===== src/rtl/fwd_hazard_if.sv =====
// ID-stage bundle between the decode stage and the forwarding/hazard controller.
// The master side drives the ID instruction fields; the slave returns bypass selects and stall state.
interface fwd_hazard_if #(
    parameter int REG_ADDR_W = 5,
    parameter int NUM_SRC    = 2,
    parameter int CNT_W      = 32
) ();
    logic                          id_valid;
    logic [NUM_SRC*REG_ADDR_W-1:0] id_src_addr;
    logic [NUM_SRC-1:0]            id_src_used;
    logic [REG_ADDR_W-1:0]         id_dst_addr;
    logic                          id_dst_wr;
    logic                          id_is_load;
    logic                          flush;
    logic                          stall_ext;
    logic [NUM_SRC*2-1:0]          fwd_sel;
    logic                          load_stall;
    logic [CNT_W-1:0]              stall_cnt;

    modport master (
        output id_valid, id_src_addr, id_src_used, id_dst_addr, id_dst_wr, id_is_load,
        output flush, stall_ext,
        input  fwd_sel, load_stall, stall_cnt
    );

    modport slave (
        input  id_valid, id_src_addr, id_src_used, id_dst_addr, id_dst_wr, id_is_load,
        input  flush, stall_ext,
        output fwd_sel, load_stall, stall_cnt
    );
endinterface


===== src/rtl/fwd_hazard_unit.sv =====
// Forwarding and load-use hazard controller tracking EX/MEM/WB destinations.
// Optional macro FWD_WB_EN: when defined, WB-stage producers are forwarded (select 3).
module fwd_hazard_unit #(
    parameter int REG_ADDR_W = 5,
    parameter int NUM_SRC    = 2,
    parameter int CNT_W      = 32
) (
    input  logic         clk,
    input  logic         rst,
    fwd_hazard_if.slave  bus
);

    typedef struct packed {
        logic                  valid;
        logic [REG_ADDR_W-1:0] dst;
        logic                  wr;
        logic                  load;
    } stage_t;

    stage_t           ex_q, ex_d;
    stage_t           mem_q, mem_d;
    stage_t           wb_q, wb_d;
    logic [CNT_W-1:0] stall_cnt_q, stall_cnt_d;

    logic [NUM_SRC*2-1:0] fwd_sel_s;
    logic                 hazard_s;
    logic                 load_stall_s;

    function automatic logic stage_match(input stage_t s, input logic used,
                                         input logic [REG_ADDR_W-1:0] src);
        return used & s.valid & s.wr & (s.dst == src) & (src != {REG_ADDR_W{1'b0}});
    endfunction

    // Per-operand bypass select, youngest producer first, plus load-use detection.
    always_comb begin
        fwd_sel_s = '0;
        hazard_s  = 1'b0;
        for (int i = 0; i < NUM_SRC; i++) begin
            if (stage_match(ex_q, bus.id_src_used[i], bus.id_src_addr[i*REG_ADDR_W +: REG_ADDR_W])) begin
                fwd_sel_s[2*i +: 2] = 2'd1;
                if (ex_q.load) begin
                    hazard_s = 1'b1;
                end else begin
                    hazard_s = hazard_s;
                end
            end else if (stage_match(mem_q, bus.id_src_used[i], bus.id_src_addr[i*REG_ADDR_W +: REG_ADDR_W])) begin
                fwd_sel_s[2*i +: 2] = 2'd2;
`ifdef FWD_WB_EN
            end else if (stage_match(wb_q, bus.id_src_used[i], bus.id_src_addr[i*REG_ADDR_W +: REG_ADDR_W])) begin
                fwd_sel_s[2*i +: 2] = 2'd3;
`endif
            end else begin
                fwd_sel_s[2*i +: 2] = 2'd0;
            end
        end
        load_stall_s = hazard_s & bus.id_valid & ~bus.flush;
    end

    // Pipeline advance and saturating stall counter; a freeze holds everything.
    always_comb begin
        ex_d        = ex_q;
        mem_d       = mem_q;
        wb_d        = wb_q;
        stall_cnt_d = stall_cnt_q;
        if (!bus.stall_ext) begin
            wb_d     = mem_q;
            mem_d    = ex_q;
            ex_d.valid = bus.id_valid & ~bus.flush & ~load_stall_s;
            ex_d.dst   = bus.id_dst_addr;
            ex_d.wr    = bus.id_dst_wr;
            ex_d.load  = bus.id_is_load;
            if (load_stall_s && (stall_cnt_q != {CNT_W{1'b1}})) begin
                stall_cnt_d = stall_cnt_q + {{(CNT_W-1){1'b0}}, 1'b1};
            end else begin
                stall_cnt_d = stall_cnt_q;
            end
        end else begin
            stall_cnt_d = stall_cnt_q;
        end
    end

    // State registers with synchronous reset.
    always_ff @(posedge clk) begin
        if (rst) begin
            ex_q        <= '0;
            mem_q       <= '0;
            wb_q        <= '0;
            stall_cnt_q <= '0;
        end else begin
            ex_q        <= ex_d;
            mem_q       <= mem_d;
            wb_q        <= wb_d;
            stall_cnt_q <= stall_cnt_d;
        end
    end

    assign bus.fwd_sel    = fwd_sel_s;
    assign bus.load_stall = load_stall_s;
    assign bus.stall_cnt  = stall_cnt_q;

endmodule


===== src/flat_wrapper.sv =====
// flat-port wrapper written by rule: the top's interface ports become plain ports
module fwd_hazard_unit_flat 
#(
    parameter int REG_ADDR_W = 5,
    parameter int NUM_SRC    = 2,
    parameter int CNT_W      = 32
)
  (clk, rst, bus_id_valid, bus_id_src_addr, bus_id_src_used, bus_id_dst_addr, bus_id_dst_wr, bus_id_is_load, bus_flush, bus_stall_ext, bus_fwd_sel, bus_load_stall, bus_stall_cnt);
  fwd_hazard_if #(.REG_ADDR_W(REG_ADDR_W), .NUM_SRC(NUM_SRC), .CNT_W(CNT_W)) bus_i ();
  input  logic clk;
  input  logic rst;
  input wire logic [$bits(bus_i.id_valid)-1:0] bus_id_valid;
  input wire logic [$bits(bus_i.id_src_addr)-1:0] bus_id_src_addr;
  input wire logic [$bits(bus_i.id_src_used)-1:0] bus_id_src_used;
  input wire logic [$bits(bus_i.id_dst_addr)-1:0] bus_id_dst_addr;
  input wire logic [$bits(bus_i.id_dst_wr)-1:0] bus_id_dst_wr;
  input wire logic [$bits(bus_i.id_is_load)-1:0] bus_id_is_load;
  input wire logic [$bits(bus_i.flush)-1:0] bus_flush;
  input wire logic [$bits(bus_i.stall_ext)-1:0] bus_stall_ext;
  output wire logic [$bits(bus_i.fwd_sel)-1:0] bus_fwd_sel;
  output wire logic [$bits(bus_i.load_stall)-1:0] bus_load_stall;
  output wire logic [$bits(bus_i.stall_cnt)-1:0] bus_stall_cnt;
  assign bus_i.id_valid = bus_id_valid;
  assign bus_i.id_src_addr = bus_id_src_addr;
  assign bus_i.id_src_used = bus_id_src_used;
  assign bus_i.id_dst_addr = bus_id_dst_addr;
  assign bus_i.id_dst_wr = bus_id_dst_wr;
  assign bus_i.id_is_load = bus_id_is_load;
  assign bus_i.flush = bus_flush;
  assign bus_i.stall_ext = bus_stall_ext;
  assign bus_fwd_sel = bus_i.fwd_sel;
  assign bus_load_stall = bus_i.load_stall;
  assign bus_stall_cnt = bus_i.stall_cnt;
  fwd_hazard_unit #(.REG_ADDR_W(REG_ADDR_W), .NUM_SRC(NUM_SRC), .CNT_W(CNT_W)) u_core (.clk(clk), .rst(rst), .bus(bus_i));
endmodule

===== config.mk =====
export PLATFORM = sky130hd
export DESIGN_NAME = fwd_hazard_unit_flat
export DESIGN_NICKNAME = d
export VERILOG_FILES = /design/src/rtl/fwd_hazard_if.sv /design/src/rtl/fwd_hazard_unit.sv /design/src/flat_wrapper.sv
export SDC_FILE = /design/constraint.sdc
export NUM_CORES = 1
export LEC_CHECK = 0
export CORE_ASPECT_RATIO = 0.5
export CORE_MARGIN = 2
export CORE_UTILIZATION = 30
export CTS_CLUSTER_DIAMETER = 30
export CTS_CLUSTER_SIZE = 30
export DETAILED_ROUTE_END_ITERATION = 16
export PLACE_DENSITY = 0.6
export SETUP_SLACK_MARGIN = 0.15
export SLEW_MARGIN = 20
export SYNTH_ARGS = -nofsm -noshare
export SYNTH_HDL_FRONTEND = slang
export SYNTH_SLANG_ARGS = --single-unit

===== constraint.sdc =====
create_clock -name clk -period 4.9 [get_ports clk]
set_input_delay 0.735 -clock clk [delete_from_list [all_inputs] [get_ports clk]]
set_output_delay 0.735 -clock clk [all_outputs]
set_load 0.02 [all_outputs]

== After elaboration in Yosys (flattened, before gate mapping) ==
Cells that the tools add are included.
Word-level totals
  register bits after elaboration: 47
  output and inout port bits: 37
  logic and storage cells: 49
  input port bits: 24
Cells by class
  bitwise gates (word level): 23
  reductions and logical operators: 4
  equality and inequality tests: 5
  $add $sub $neg: 1
  muxes and demuxes: 8
Operator list (number)
  adder 32 x 1 -> 32 bit, second input constant: 1
  inequality test 32 bit, second input constant: 1
  bitwise AND 1 bit: 20
  equality test 5 bit: 4
  nonzero test 5 bit: 2
  two-way mux 2 bit: 4
  two-way mux 1 bit: 4
  NOT 1 bit: 3
  AND reduction 2 bit: 1
  logical AND 1 bit: 1

== Depth between registers and ports, before layout ==
Gate-level depths: netlist of the first run.
  depth in word-level cells: 11
  mapped depth: 8
  gate-level depth less buffers: 6

== Worst setup path before layout of the first run ==
OpenSTA, ideal clock, no wires.
  path type: input port to output port
  start point: input port bus_id_src_addr[5]
  end point: output port bus_fwd_sel[3]
  cell stages on the path: 4
  arrival: 2046 ps
  data required time: 4165 ps
  slack: 2119 ps
  path buffers: 0
  cell sequence: or4_1 o21ai_2 nor3_2 nor3_1
On the way
  cells in the longest elaborated chain, start to end: 5
  elaborated cells on any way between the ends: 9
  those cells by class: 2 x eq/ne; 2 x mux; 4 x bitwise; 1 x reduce/logical
Ends and longest elaborated chain
  from (decl): RTL line flat_wrapper.sv:13  | input wire logic [$bits(bus_i.id_src_addr)-1:0] bus_id_src_addr;
  equality test 5 bit: RTL line fwd_hazard_unit.sv:31  | return used & s.valid & s.wr & (s.dst == src) & (src != {REG_ADDR_W{1'b0}});
  bitwise AND 1 bit (2 in a row): RTL line fwd_hazard_unit.sv:31
  two-way mux 2 bit: RTL line fwd_hazard_unit.sv:46  | end else if (stage_match(mem_q, bus.id_src_used[i], bus.id_src_addr[i*REG_ADDR_W +: REG_ADDR_W])) begin
  two-way mux 2 bit *: RTL line fwd_hazard_unit.sv:39  | if (stage_match(ex_q, bus.id_src_used[i], bus.id_src_addr[i*REG_ADDR_W +: REG_ADDR_W])) begin
  to (decl): RTL line flat_wrapper.sv:20  | output wire logic [$bits(bus_i.fwd_sel)-1:0] bus_fwd_sel;
Mark *: on every way between the ends. The rest lies on a longest branch, timed or not.

== Worst setup path in the final report of the first run ==
Ends and elaborated chain as after synthesis.

==> out/results.ini, run 1 <==
[timing]
rsz0062_at_grt = no
hold_slack_ns = 0.4900
hold_violations = 0
finalSetupViolCount = 0
maxSlewHeadroom = 0.4520
fin_crit_sh = 0.7397
max_freq_mhz = 275.9
setup_slack_ns = 1.275
tightestPinTransition_ns = 0.8189
setup-tns-final_ns = 0
period_minus_slack_ns = 3.625
finClkSkew_ns = 0.006738
slew_violations = 0

[grt]
grt_start_max_net_pins = 49
grt-ovfl-total = 0
antenna_found_initial = 0
grt_pass1_wl_um = 10550
groute.usage.overall = 0.1427
grt_pass1_vias = 2256

[status]
status = complete, no violations

[drt]
antenna_left = 0
drc = 0
via_per_inst = 5.144
totalWireLength_um = 6243
drtIter0Drc = 64
vias = 2351
wl_per_cell_um = 13.66
dr.pass1.iters = 4

[yosys]
synth_area_leaders = dfxtp_1 (38%), a21oi_1 (5.6%), mux2i_1 (5.6%)
ys_ff_latch = 47
synth_top_area_share = 0.3788
yosysUniqueCellTypes = 35
syn_area_per_cell_um2 = 8.564
syn-num-nets = 315
yosys.area.top_type = dfxtp_1
synth_area_um2 = 2484
syn_inst = 290
yosysWarnings = 0
yosysSeqAreaShare = 0.3788

[floorplan]
rows = 23
io_pins = 61
die_w_um = 132.7
die_h_um = 68.34
fp.coreArea_um2 = 8029
start_util = 0.3093
dieArea_um2 = 9067

[final_layout]
final_util = 0.4116
n_antenna_cell = 0
nNetsFinal = 369
layout.cells.non_filler = 457
syn2layout_area_growth_pct = 33.05
drive_above_1_share = 0.06667

[worst_setup_path]
crit_slowest_cell = clkdlybuf4s50_1
rrSetupSlack_ns = 2.43
crit_path_end = bus_fwd_sel[3]
path_class = primary input to primary output
crit_top_cell = clkdlybuf4s50_1
r2r_cells = 5
reg2reg_to = u_core.bus.stall_cnt[26]$_SDFFE_PP0P_
max_stage_delay_ns = 0.63
worst-endpoint-arrival_ns = 2.89
path_cells = clkdlybuf4s50_1 -> or4_1 -> o21ai_2 -> nor3_2 -> nor3_1 -> clkdlybuf4s50_1
cp-start-kind = primary input
regToRegStartpoint = u_core.bus.stall_cnt[22]$_SDFFE_PP0P_
worstPathRequired_ns = 4.16
setup.worst_path.start = bus_id_src_addr[5]
cp_max_fo = 5
cp-end-kind = primary output

[placed_design]
dp_slack_ns = 1.267
dp_hpwl_um = 4463
globalplace.congestion = 0.8647
numPortBuffers = 60
placed_cells = 449

[clocking]
cts_tree = done
post_cts_buffers = 0
clockRootBuffer = clkbuf_16
numCtsBuffers = 5
cts_resized = 0
clockBufferDepth = 2
insertion_delay_ns = 0.28
hold_buffers = 0
cts-htree-levels = 2
clock-sinks = 47
clk_pin_slew_ns = 0.07

[pwr]
vdd_ir_drop_max_mv = 0.1385
power.static_leakage_nw = 1.048
p_per_area_nw_per_um2 = 238.0

[flow_run]
cap_violations = 0

[hold_path]
hold_path.class = register to register

-- power by group --
| group | leakage (nW) | switching, mW | internal [mW] |
|---|---|---|---|
| registers | 0.380 | 0.00669 | 0.388 |
| logic | 0.601 | 0.0270 | 0.0337 |
| clock network | 0.0658 | 0.144 | 0.188 |
| total | 1.05 | 0.177 | 0.609 |
-- worst min path at each step --
stage | startpoint | to | depth (start not counted)
after global placement | u_core.bus.stall_cnt[18]$_SDFFE_PP0P_ | u_core.bus.stall_cnt[18]$_SDFFE_PP0P_ | 2
after global routing | u_core.bus.stall_cnt[28]$_SDFFE_PP0P_ | u_core.bus.stall_cnt[28]$_SDFFE_PP0P_ | 2
after detailed placement | u_core.bus.stall_cnt[18]$_SDFFE_PP0P_ | u_core.bus.stall_cnt[18]$_SDFFE_PP0P_ | 2
after CTS | u_core.bus.stall_cnt[18]$_SDFFE_PP0P_ | u_core.bus.stall_cnt[18]$_SDFFE_PP0P_ | 2
after floorplan | u_core.ex_q[0]$_SDFFE_PP0N_ | u_core.ex_q[0]$_SDFFE_PP0N_ | 2
final | u_core.bus.stall_cnt[18]$_SDFFE_PP0P_ | u_core.bus.stall_cnt[18]$_SDFFE_PP0P_ | 2
-- per-layer routing --
metal | global-route usage | wire length, um | up-vias
li1 | - | - | 1181
met1 | 0.1718 | 3011 | 1136
met2 | 0.2662 | 2993 | 32
met3 | 0.03185 | 207 | 2
met4 | 0.03360 | 30 | 0
met5 | 0 | 0 | -
-- Yosys cell counts, drive strengths merged --
cell / number
a21oi: 28
and2: 2
and3: 5
and4: 4
buf: 8
clkbuf: 8
dfxtp: 47
ha: 1
inv: 2
mux2: 4
mux2i: 14
nand2: 9
nand3: 16
nand3b: 1
nand4: 16
nor2: 26
nor2b: 4
nor3: 9
nor3b: 1
nor4: 2
o2111ai: 1
o21ai: 22
o31ai: 9
or3: 18
or3b: 1
or4: 11
xnor2: 13
xor2: 8
-- final cells by class --
| class | instances | area [um^2] |
|---|---|---|
| Fill cell | 812 | 4725 |
| Multi-Input combinational cell | 225 | 1448 |
| Sequential cell | 47 | 940.9 |
| Timing Repair Buffer | 63 | 623.1 |
| Tap cell | 112 | 140.1 |
| Clock buffer | 5 | 125.1 |
| Clock inverter | 3 | 20.02 |
| Inverter | 2 | 7.507 |
-- worst max-delay path: cells and delay by family --
kind | cells | cell delay, ns
buffers and inverters | 2 | 1.10
AO/OA/AOI/OAI | 1 | 0.17
AND/OR/NAND/NOR | 3 | 0.88
-- flip-flops by register name (all words and copies together), names as in the netlist --
name,flops
u_core.bus.stall_cnt,32
u_core.ex_q,8
u_core.mem_q,7
-- cells in the final DEF (no fill, tap or decap), drive strengths merged, types with 9 or more instances in the layout --
cell	n
clkdlybuf4s50	60
dfxtp	47
a21oi	28
nor2	26
o21ai	22
or3	18
nand4	16
nand3	16
mux2i	14
xnor2	13
or4	11
nand2	9
o31ai	9
nor3	9
-- metrics by stage --
stage	total power, mW	area, um^2
finish	0.7864	3304
global route	0.8249	3304
CTS	0.8035	3304
detailed placement	0.4639	3159
global placement	0.4625	3159
floorplan	0.4330	2484
-- cell families after synthesis --
logic type | Yosys count | synth area share
multiplexers | 18 | 0.07909
adder cells (fa/ha/maj) | 1 | 0.005037
XOR/XNOR | 21 | 0.07406
AO/OA/AOI/OAI | 60 | 0.1360
AND/OR/NAND/NOR | 125 | 0.2887
flip-flops | 47 | 0.3788
buffers and inverters | 18 | 0.03829
(Power assumes the default switching activity.)
==> inputs of run 2 (changes only) <==
clock period = 3.4 ns   (was 4.9 ns; I/O delays follow)
==> run 2 against run 1 <==
Register-to-register slack got worse by 1.6 ns. Cell count grew 0.44%. Global-route usage is essentially flat. Non-clock buffer count grew 2. Combinational power rose by 46%. Setup slack got worse by 1.0 ns. Hold slack gained 0.0038 ns. Critical path type unchanged.
==> out/results.ini, run 2 (synthesized netlist as in run 1, its figures left out) <==
[grt]
groute.usage.overall = 0.1424
grt_pass1_wl_um = 10400
grt_start_max_net_pins = 49
grt_pass1_vias = 2246
grt-ovfl-total = 0
antenna_found_initial = 0

[clocking]
clockRootBuffer = clkbuf_16
insertion_delay_ns = 0.28
cts_tree = done
cts-htree-levels = 2
numCtsBuffers = 5
clockBufferDepth = 2
clock-sinks = 47
hold_buffers = 0
clk_pin_slew_ns = 0.06

[timing]
rsz0062_at_grt = yes
slew_violations = 0
max_freq_mhz = 319.7
hold_slack_ns = 0.4939
hold_violations = 0
finClkSkew_ns = 0.004841
tightestPinTransition_ns = 0.8643
period_minus_slack_ns = 3.128
setup-tns-final_ns = 0
finalSetupViolCount = 0
fin_crit_sh = 0.9199
maxSlewHeadroom = 0.4220

[placed_design]
dp_hpwl_um = 4546
globalplace.congestion = 0.8672
placed_area_um2 = 3187
numPortBuffers = 60
placed_cells = 451

[final_layout]
n_antenna_cell = 0
final_common_cell = clkdlybuf4s50_1
final_util = 0.4208
drive_above_1_share = 0.06916
final_cell_area_um2 = 3378
final_cell_mix = clkdlybuf4s50_1 (59), dfxtp_1 (47), a21oi_1 (28)
largest_reg_flops = 32
regArea_um2 = 940.9
nNetsFinal = 371
layout.cells.non_filler = 459
multi_input_area_um2 = 1448
syn2layout_area_growth_pct = 36.02
nFillCells = 778

[worst_setup_path]
worstPathRequired_ns = 2.89
cp_max_fo = 5
setup.worst_path.start = bus_id_src_addr[1]
cp-start-kind = primary input
path_class = primary input to primary output
regToRegStartpoint = u_core.bus.stall_cnt[22]$_SDFFE_PP0P_
worst-endpoint-arrival_ns = 2.62
cp-end-kind = primary output

[floorplan]
start_util = 0.3093
dieArea_um2 = 9067
die_w_um = 132.7
io_pins = 61
rows = 23
fp.coreArea_um2 = 8029
die_h_um = 68.34

[pwr]
p_per_area_nw_per_um2 = 379.2
power.static_leakage_nw = 1.107
vdd_ir_drop_max_mv = 0.1800

[status]
status = complete, no violations

[flow_run]
cap_violations = 0

[drt]
drtIter0Drc = 68
drc = 0
wl_per_cell_um = 13.82
antenna_left = 0
dr.pass1.iters = 4
via_per_inst = 5.183
vias = 2379
totalWireLength_um = 6342

[hold_path]
hold_path.class = register to register
hp-start = u_core.bus.stall_cnt[18]$_SDFFE_PP0P_

-- run 2: cell types whose count changed in the layout (fill, tap and decap cells not counted), sizes merged --
| cell | change |
|---|---|
| buf | +2 |
| bufinv | +2 |
| clkinvlp | -2 |
| clkbuf | +1 |
| clkdlybuf4s50 | -1 |
| clkinv | -1 |
| dlymetal6s2s | +1 |
-- run 2: stage by stage --
step | power [mW] | worst slack (ns)
after floorplan | 0.6240 | 1.069
after global placement | 0.6686 | 0.2769
after detailed placement | 0.6698 | 0.2396
after CTS | 1.301 | 0.2336
after global routing | 1.335 | 0.1184
final | 1.281 | 0.2724
-- run 2: final timing paths --
check	end	slack, ns	depth (start not counted)
max	bus_fwd_sel[1]	0.27	6
min	u_core.bus.stall_cnt[18]$_SDFFE_PP0P_	0.49	2
max reg2reg	u_core.bus.stall_cnt[26]$_SDFFE_PP0P_	0.85	5
min reg2reg	u_core.bus.stall_cnt[18]$_SDFFE_PP0P_	0.49	2
-- run 2: per-layer routing --
layer	track usage	up-vias	share of wire
met3	0.03037	4	0.031
met2	0.2681	41	0.49
met1	0.1681	1144	0.47
met4	0.04167	0	0.0066
li1	-	1190	-
met5	0	-	0
-- run 2: layout make-up --
type | count | share of cell area
repair buffers | 65 | 0.1933
clock inverters | 2 | 0.01778
flip-flops and latches | 47 | 0.2785
multi-input cells | 225 | 0.4285
well taps | 112 | 0.04148
inverters | 2 | 0.002222
clock buffers | 6 | 0.03815
-- run 2: worst max-delay path: stages --
cell and delay [ns]:
clkdlybuf4s50_1 0.47, or4_1 0.56, o21ai_2 0.17, nor3_2 0.11, nor3_1 0.17, clkdlybuf4s50_1 0.62
-- run 2: where the power goes --
part / switching [mW] / internal (mW)
Clock: 0.203 / 0.422
Combinational: 0.0392 / 0.0494
Sequential: 0.00950 / 0.559
Total: 0.252 / 1.03
-- run 2: repair_timing --
item | CTS | global route
setup buffers | 0 | 0
endpoints found under the setup margin | 0 | 2
gates resized for setup | 0 | 1
